### src/rtl/ssd_debug_display_if.sv
// Debug observation bus between the datapath/register file and the seven-segment read-out.
// The master side owns selection and read data; the slave (display) owns the read address and pins.
interface ssd_debug_display_if;
    logic [4:0]  reg_index;
    logic        pc_read;
    logic [31:0] pc_value;
    logic [4:0]  rf_raddr;
    logic [31:0] rf_rdata;
    logic [6:0]  ssd;
    logic [3:0]  a;

    modport master (
        output reg_index, pc_read, pc_value, rf_rdata,
        input  rf_raddr, ssd, a
    );

    modport slave (
        input  reg_index, pc_read, pc_value, rf_rdata,
        output rf_raddr, ssd, a
    );
endinterface

### src/rtl/ssd_debug_display.sv
// Samples a register (or the PC) into a 32-bit snapshot and scans it as hex
// onto a 4-digit active-low seven-segment display, 16 bits per page.
module ssd_debug_display #(
    parameter int SCAN_BITS   = 18,
    parameter int PAGE_BITS   = 27,
    parameter int SAMPLE_BITS = 20
) (
    input  logic                clk,
    input  logic                reset,
    ssd_debug_display_if.slave  dbg
);
    typedef enum logic [1:0] {IDLE, REQ, CAPT} state_e;

    logic [1:0]             rst_sync_q, rst_sync_d;
    logic                   rst_n;
    logic [SCAN_BITS-1:0]   scan_cnt_q, scan_cnt_d;
    logic [PAGE_BITS-1:0]   page_cnt_q, page_cnt_d;
    logic [SAMPLE_BITS-1:0] samp_cnt_q, samp_cnt_d;
    logic [1:0]             digit_q, digit_d;
    logic                   page_q, page_d;
    state_e                 state_q, state_d;
    logic [5:0]             sel_q, sel_d;
    logic [4:0]             raddr_q, raddr_d;
    logic [31:0]            snap_q, snap_d;
    logic [6:0]             ssd_q, ssd_d;
    logic [3:0]             a_q, a_d;
    logic [5:0]             sel_in;
    logic [15:0]            shown;
    logic [3:0]             nibble;

    // Assertion is immediate; release reaches the core two clocks later.
    assign rst_sync_d = {rst_sync_q[0], 1'b1};
    always_ff @(posedge clk or negedge reset) begin
        if (!reset) rst_sync_q <= 2'b00;
        else        rst_sync_q <= rst_sync_d;
    end
    assign rst_n = rst_sync_q[1];

    function automatic logic [6:0] hex7(input logic [3:0] n);
        logic [6:0] s;
        case (n)
            4'h0: s = 7'b1000000;
            4'h1: s = 7'b1111001;
            4'h2: s = 7'b0100100;
            4'h3: s = 7'b0110000;
            4'h4: s = 7'b0011001;
            4'h5: s = 7'b0010010;
            4'h6: s = 7'b0000010;
            4'h7: s = 7'b1111000;
            4'h8: s = 7'b0000000;
            4'h9: s = 7'b0010000;
            4'hA: s = 7'b0001000;
            4'hB: s = 7'b0000011;
            4'hC: s = 7'b1000110;
            4'hD: s = 7'b0100001;
            4'hE: s = 7'b0000110;
            default: s = 7'b0001110;
        endcase
        return s;
    endfunction

    assign sel_in = {dbg.pc_read, dbg.reg_index};

    // Sample FSM: selection and read address are latched on entry to REQ so
    // rf_rdata lines up with the CAPT cycle.
    always_comb begin
        state_d    = state_q;
        sel_d      = sel_q;
        raddr_d    = raddr_q;
        snap_d     = snap_q;
        samp_cnt_d = samp_cnt_q + 1'b1;
        case (state_q)
            IDLE: begin
                if ((&samp_cnt_q) || (sel_in != sel_q)) begin
                    state_d = REQ;
                    sel_d   = sel_in;
                    raddr_d = dbg.reg_index;
                end
            end
            REQ: state_d = CAPT;
            CAPT: begin
                snap_d     = sel_q[5] ? dbg.pc_value : dbg.rf_rdata;
                samp_cnt_d = '0;
                state_d    = IDLE;
            end
            default: state_d = IDLE;
        endcase
    end

    // Scan/page: segments and anode come from the same digit so they always pair up.
    always_comb begin
        scan_cnt_d = scan_cnt_q + 1'b1;
        page_cnt_d = page_cnt_q + 1'b1;
        digit_d    = (&scan_cnt_q) ? digit_q + 1'b1 : digit_q;
        page_d     = (&page_cnt_q) ? ~page_q : page_q;
        shown      = page_q ? snap_q[31:16] : snap_q[15:0];
        nibble     = shown[{digit_q, 2'b00} +: 4];
        ssd_d      = hex7(nibble);
        a_d        = ~(4'b0001 << digit_q);
    end

    always_ff @(posedge clk or negedge rst_n) begin
        if (!rst_n) begin
            scan_cnt_q <= '0;
            page_cnt_q <= '0;
            samp_cnt_q <= '0;
            digit_q    <= 2'd0;
            page_q     <= 1'b0;
            state_q    <= IDLE;
            sel_q      <= '0;
            raddr_q    <= '0;
            snap_q     <= '0;
            ssd_q      <= 7'b1111111;
            a_q        <= 4'b1111;
        end else begin
            scan_cnt_q <= scan_cnt_d;
            page_cnt_q <= page_cnt_d;
            samp_cnt_q <= samp_cnt_d;
            digit_q    <= digit_d;
            page_q     <= page_d;
            state_q    <= state_d;
            sel_q      <= sel_d;
            raddr_q    <= raddr_d;
            snap_q     <= snap_d;
            ssd_q      <= ssd_d;
            a_q        <= a_d;
        end
    end

    assign dbg.rf_raddr = raddr_q;
    assign dbg.ssd      = ssd_q;
    assign dbg.a        = a_q;
endmodule

### src/flat_wrapper.sv
// flat-port wrapper written by rule: the top's interface ports become plain ports
module ssd_debug_display_flat 
#(
    parameter int SCAN_BITS   = 18,
    parameter int PAGE_BITS   = 27,
    parameter int SAMPLE_BITS = 20
)
  (clk, reset, dbg_reg_index, dbg_pc_read, dbg_pc_value, dbg_rf_rdata, dbg_rf_raddr, dbg_ssd, dbg_a);
  ssd_debug_display_if dbg_i ();
  input  logic clk;
  input  logic reset;
  input wire logic [$bits(dbg_i.reg_index)-1:0] dbg_reg_index;
  input wire logic [$bits(dbg_i.pc_read)-1:0] dbg_pc_read;
  input wire logic [$bits(dbg_i.pc_value)-1:0] dbg_pc_value;
  input wire logic [$bits(dbg_i.rf_rdata)-1:0] dbg_rf_rdata;
  output wire logic [$bits(dbg_i.rf_raddr)-1:0] dbg_rf_raddr;
  output wire logic [$bits(dbg_i.ssd)-1:0] dbg_ssd;
  output wire logic [$bits(dbg_i.a)-1:0] dbg_a;
  assign dbg_i.reg_index = dbg_reg_index;
  assign dbg_i.pc_read = dbg_pc_read;
  assign dbg_i.pc_value = dbg_pc_value;
  assign dbg_i.rf_rdata = dbg_rf_rdata;
  assign dbg_rf_raddr = dbg_i.rf_raddr;
  assign dbg_ssd = dbg_i.ssd;
  assign dbg_a = dbg_i.a;
  ssd_debug_display #(.SCAN_BITS(SCAN_BITS), .PAGE_BITS(PAGE_BITS), .SAMPLE_BITS(SAMPLE_BITS)) u_core (.clk(clk), .reset(reset), .dbg(dbg_i));
endmodule
### config.mk
export PLATFORM = sky130hd
export DESIGN_NAME = ssd_debug_display_flat
export DESIGN_NICKNAME = d
export VERILOG_FILES = /design/src/rtl/ssd_debug_display_if.sv /design/src/rtl/ssd_debug_display.sv /design/src/flat_wrapper.sv
export SDC_FILE = /design/constraint.sdc
export NUM_CORES = 1
export LEC_CHECK = 0
export CORE_MARGIN = 4
export CORE_UTILIZATION = 49
export CTS_BUF_LIST = sky130_fd_sc_hd__clkbuf_8 sky130_fd_sc_hd__clkbuf_16
export CTS_CLUSTER_DIAMETER = 120
export DETAILED_ROUTE_END_ITERATION = 10
export PLACE_DENSITY = 0.77
export SYNTH_ARGS = -nofsm -noshare
export SYNTH_HDL_FRONTEND = slang
export SYNTH_SLANG_ARGS = --single-unit
### constraint.sdc
create_clock -name clk -period 3.7 [get_ports clk]
set_input_delay 0.925 -clock clk [delete_from_list [all_inputs] [get_ports clk]]
set_output_delay 0.925 -clock clk [all_outputs]
set_load 0.03 [all_outputs]
# ---- Yosys cells after proc, flatten, opt, wreduce, memory -nomap -nowiden
# Memories as Yosys holds them, arrays and structs flattened. A register that Yosys moved wholly into a read port is not among the register bits.
# Index checks and enable logic that the tools add are counted.
dict set report word_totals {
  reg_bits 119
  rom_bits 112
  inputBits 72
  out_inout_bits 16
  wordCells 36
  mem_count 1
}
# name depth width rd rd_clocked_by_memory_dff wr line
set mem_list {}
lappend mem_list {{(name not given)} 16 7 1 1 0 ssd_debug_display.sv:41} ;# case (n)
dict set report classes {
  add_sub_neg 4
  eq_ne 4
  shift 2
  n_mux 5
  bitwise_logic 2
  n_reduce_logical 7
}
# op count
set ops {}
lappend ops {{32-bit 2-to-1 mux} 1}
lappend ops {{27-bit by 1-bit adder with 27-bit output, second input constant} 1}
lappend ops {{27-bit AND reduction} 1}
lappend ops {{20-bit by 1-bit adder with 20-bit output, second input constant} 1}
lappend ops {{20-bit 2-to-1 mux} 1}
lappend ops {{20-bit AND reduction} 1}
lappend ops {{18-bit by 1-bit adder with 18-bit output, second input constant} 1}
lappend ops {{18-bit AND reduction} 1}
lappend ops {{16-bit 2-to-1 mux} 1}
lappend ops {{16-bit by 5-bit indexed part select with 4-bit output} 1}
lappend ops {{6-bit != test} 1}
lappend ops {{4-bit NOT} 1}
lappend ops {{2-bit one-hot mux with 2 select lines} 1}
lappend ops {{1-bit by 2-bit << shifter with 4-bit output, first input constant} 1}
lappend ops {{2-bit by 1-bit adder with 2-bit output, second input constant} 1}
lappend ops {{2-bit by 1-bit equality test with 1-bit output, second input constant} 1}
lappend ops {{2-bit equality test, second input constant} 1}
lappend ops {{2-bit logical NOT} 1}
lappend ops {{2-bit 2-to-1 mux} 1}
lappend ops {{2-bit by 1-bit != test with 1-bit output, second input constant} 1}
lappend ops {{2-bit AND reduction} 1}
lappend ops {{1-bit logical NOT} 1}
lappend ops {{1-bit logical OR} 1}
lappend ops {{1-bit NOT} 1}

# ---- Longest topological paths before layout
dict set report depth {
  depth_word 4
  mapped_depth 9
  ltp_nobuf 8
}

# ---- Worst setup path after synthesis
# Ideal clock, no wire load.
dict set report synth_path {
  path_kind {reg2reg}
  from {register u_core.page_q}
  to {register u_core.ssd_q[3] (netlist: u_core.dbg.ssd[3])}
  setup_time_ns 0.077
  arrival_ns 2.011
  required_time_ns 3.623
  setup_slack_ns 1.612
  path_stages_with_launch 10
  n_path_buf 1
  synth_period_minus_slack_ns 2.088
  cell_sequence {dfrtp_1 -> buf_6 -> mux4_1 -> mux2i_1 -> inv_1 -> ha_1 -> inv_1 -> nor2_1 -> nand3b_1 -> o21a_1}
}
dict set report synth_via {
  elab_chain_cells 2
}
# item line
set synth_rtl {}
lappend synth_rtl {{start, declared} ssd_debug_display.sv:20} ;# logic page_q, page_d;
lappend synth_rtl {{start signal, assigned} ssd_debug_display.sv:120} ;# page_q <= page_d;
lappend synth_rtl {{16-bit 2-to-1 mux} ssd_debug_display.sv:96} ;# shown = page_q ? snap_q[31:16] : snap_q[15:0];
lappend synth_rtl {{16-bit by 5-bit indexed part select with 4-bit output} ssd_debug_display.sv:97} ;# nibble = shown[{digit_q, 2'b00} +: 4];
lappend synth_rtl {{end, declared} ssd_debug_display.sv:25} ;# logic [6:0] ssd_q, ssd_d;
# Every way passes these cells.
# A chain may end at the register's enable or synchronous reset.

# ---- Worst setup path in the final report
# Same ends and word-level chain as after synthesis.

==> metrics.md <==
| Metric | Value |
|---|---|
| Post-Syn Nets | `579` |
| Crit share post-route | `0.688` |
| First-pass GRT wire length | `19300 µm` |
| Inserted Clock Buffers | `17` |
| Post-synthesis simple-gate area fraction | `0.141` |
| Root Driver | `clkbuf_16` |
| WP data required | `4040 ps` |
| Area share of the largest cell type after synthesis | `0.484` |
| WL/cell | `15.7 µm` |
| Max Freq | `393 MHz` |
| Post-detail-place hpwl | `8080 µm` |
| RSZ-0062 raised after global routing | `no` |
| Full die area | `0.0134 mm²` |
| Compound-Gate Fraction of Synth Area | `0.0488` |
| Pre-antenna DRT Iters | `5` |
| Port bufs | `87` |
| Int Pwr | `3.36 mW` |
| Rel. slew slack | `0.323` |
| Layout cells sized above 1 | `0.112` |
| Hold_buf cts | `0` |
| Clock buffer depth | `2` |
| Lkg Pwr | `3.33 nW` |
| Synthesized flop and latch total | `121` |
| Syn Area/Cell | `11.5 µm²` |
| Core Region | `0.0114 mm²` |
| Primary FF master, synth | `dfrtp_1` |
| Post-CTS sizing | `0` |
| Post-Synth XOR/XNOR Area | `0.100` |
| Fin crit period | `2550 ps` |
| Fin. max-slew vios | `0` |
| Clock transition at path regs | `60 ps` |
| Largest net degree at the start of global routing | `73` |
| CP startpoint kind | `flip-flop` |
| DIE HEIGHT | `116 µm` |
| Sequential power share | `0.381` |
| Vias in the first global route | `3995` |
| Mux contribution to synthesized area | `0.119` |
| GRT Overall Usage | `0.185` |
| Die width | `116 µm` |
| PD cells | `665 mW/mm²` |
| Worst-Skew Late Latency | `410 ps` |
| WS Path Type | `reg2reg` |
| TritonCTS clock tree | `yes` |
| Mapped Area | `0.00569 mm²` |
| Sequential share of the synthesized area | `0.535` |
| Post-route setup TNS | `0 ps` |
| Flop2flop setup slack | `1150 ps` |
| P&R area growth vs syn | `28.1%` |
| Initial Utilization | `0.500` |
| Highest net fanout along the worst path | `9` |
| GPL Wtd Cong | `0.793` |
| Worst-Margin Slew | `1020 ps` |
| Peak VDD IR | `0.545 mV` |
| Syn. warnings | `0` |
| Detail-routed via count per cell | `5.29` |
| Fillers | `868` |
| Final Hold Viols | `0` |
| Synth area leader | `dfrtp_1` |
| Final ANT Viol Nets | `0` |
| Most frequent cells in the layout | `dfrtp_1 (108), clkdlybuf4s50_1 (87), nand2_1 (57), mux2i_1 (39), xnor2_1 (38)` |
| # diodes | `0` |
| Outcome | `finished, final reports clean` |
| Top post-synthesis cells by area | `dfrtp_1 (48%), mux2i_1 (6.9%), xnor2_1 (5.8%)` |
| NetSw | `1.49 mW` |
| Initial drt markers | `232` |
| # nets final | `667` |
| H-tree Lvls | `4` |
| Combinational Power Share | `0.272` |
| Max Cap Viol | `0` |
| Sw frac | `0.308` |
| Crit. End Element | `flip-flop` |
| Syn Inst Count | `495` |
| Final wirelength | `11600 µm` |
| Initial antenna violation count | `0` |
| CTS Sinks | `121` |
| GRT Residual Overflow | `0` |
| Area occupied by multi-input gates | `0.00248 mm²` |
| WHS | `370 ps` |
| DR DRC count | `0` |
| Setup repair bufs after CTS | `0` |
| Commonest non-fill, non-tap cell in the layout | `dfrtp_1` |
| FP Rows | `39` |
| Post-Synth Adder-Cell Area | `0.0264` |
| Cell variety after synth | `47` |
| Main combinational cell family by area after synthesis | `simple AND/OR/NAND/NOR gates` |
| # IOs | `88` |
| Critical Path AT | `2890 ps` |
| Clk_skew | `8.89 ps` |
| Ys async rst share | `1.00` |
| Setup violations, final | `0` |
| Via count | `3908` |
| Number of synthesized flops with an enable pin | `0` |
| Hold crit path type | `reg2reg` |
| Clk pwr share | `0.347` |
| Footprint of the flip-flops and latches | `0.00305 mm²` |
-- critical path, stage by stage (launching register included) --
cell	delay, ps
dfrtp_1	610
mux4_1	610
mux2i_1	440
inv_1	140
ha_1	230
inv_1	90
nor2_1	60
nand3b_1	190
o21a_1	110
-- area by class of cell --
class | count | share of cell area
flip-flops and latches | 121 | 0.418
multi-input cells | 338 | 0.341
repair buffers | 90 | 0.124
clock buffers | 20 | 0.0640
well taps | 143 | 0.0245
clock inverters | 12 | 0.0204
inverters | 15 | 0.00773
-- worst paths after layout --
| path | start | endpoint | cells after the start |
|---|---|---|---|
| hold reg to reg | u_core.rst_sync_q[0]$_DFF_PN0_ | u_core.rst_sync_q[1]$_DFF_PN0_ | 0 |
| min in group asynchronous | u_core.rst_sync_q[1]$_DFF_PN0_ | u_core.samp_cnt_q[0]$_DFF_PN0_ | 0 |
| hold / removal | u_core.rst_sync_q[0]$_DFF_PN0_ | u_core.rst_sync_q[1]$_DFF_PN0_ | 0 |
| setup reg to reg | u_core.page_q$_DFFE_PN0P_ | u_core.dbg.ssd[3]$_DFF_PN1_ | 8 |
| setup / recovery | u_core.page_q$_DFFE_PN0P_ | u_core.dbg.ssd[3]$_DFF_PN1_ | 8 |
| max in group asynchronous | u_core.rst_sync_q[1]$_DFF_PN0_ | u_core.dbg.ssd[6]$_DFF_PN1_ | 1 |
-- flip-flops by register name (all words and copies together), names as in the netlist --
signal               flops
u_core.scan_cnt_q       18
u_core.digit_q           2
u_core.samp_cnt_q       20
u_core.sel_q             2
u_core.snap_q           32
u_core.rst_sync_q        2
u_core.dbg.rf_raddr      4
u_core.state_q           2
u_core.dbg.ssd           7
u_core.dbg.a             4
u_core.page_cnt_q       27
u_core.page_q            1
-- cell usage after synthesis, types with 8 or more instances --
library cell	n
nand4_1	16
dfrtp_1	110
ha_1	12
xor2_1	27
mux2i_1	39
inv_1	14
o21ai_0	37
mux4_1	8
nand2_1	57
clkbuf_1	9
xnor2_1	38
nor2_1	31
nand3_1	21
dfstp_2	11
-- power groups by stage --
stage / sequential [mW] / clock (mW) / combinational, mW
5_1_grt: 1.88 / 1.78 / 1.47
3_3_place_gp: 1.85 / 0 / 1.27
4_1_cts: 1.85 / 1.72 / 1.33
6_report: 1.85 / 1.68 / 1.32
3_5_place_dp: 1.86 / 0 / 1.32
2_1_floorplan: 1.85 / 0 / 0.932
-- layer usage --
layer  GRT usage  wire length [µm]
met1       0.250              4990
met2       0.300              6000
met3      0.0386               512
met4      0.0673                95
met5           0                 0
-- per-stage QoR --
stage / instances / cell area [µm²] / worst slack, ps / power (mW) / utilization
after detailed placement: 707 / 6670 / 1070 / 3.17 / 0.587
after global placement: 707 / 6670 / 1130 / 3.12 / 0.587
final: 739 / 7290 / 1150 / 4.85 / 0.641
after CTS: 739 / 7290 / 1150 / 4.90 / 0.641
after floorplan: 495 / 5690 / 98.6 / 2.79 / -
after global routing: 739 / 7290 / 963 / 5.13 / 0.641
-- cell families (layout without fill, tap and decap cells) --
kind of cell	Yosys count	after routing
flops	121	121
mux	54	54
buf+inv	36	137
fa+ha+maj	12	12
xor+xnor	65	65
compound gates	48	48
simple gates	158	158
other cells	1	1
Power figures use the tool's default switching activity.
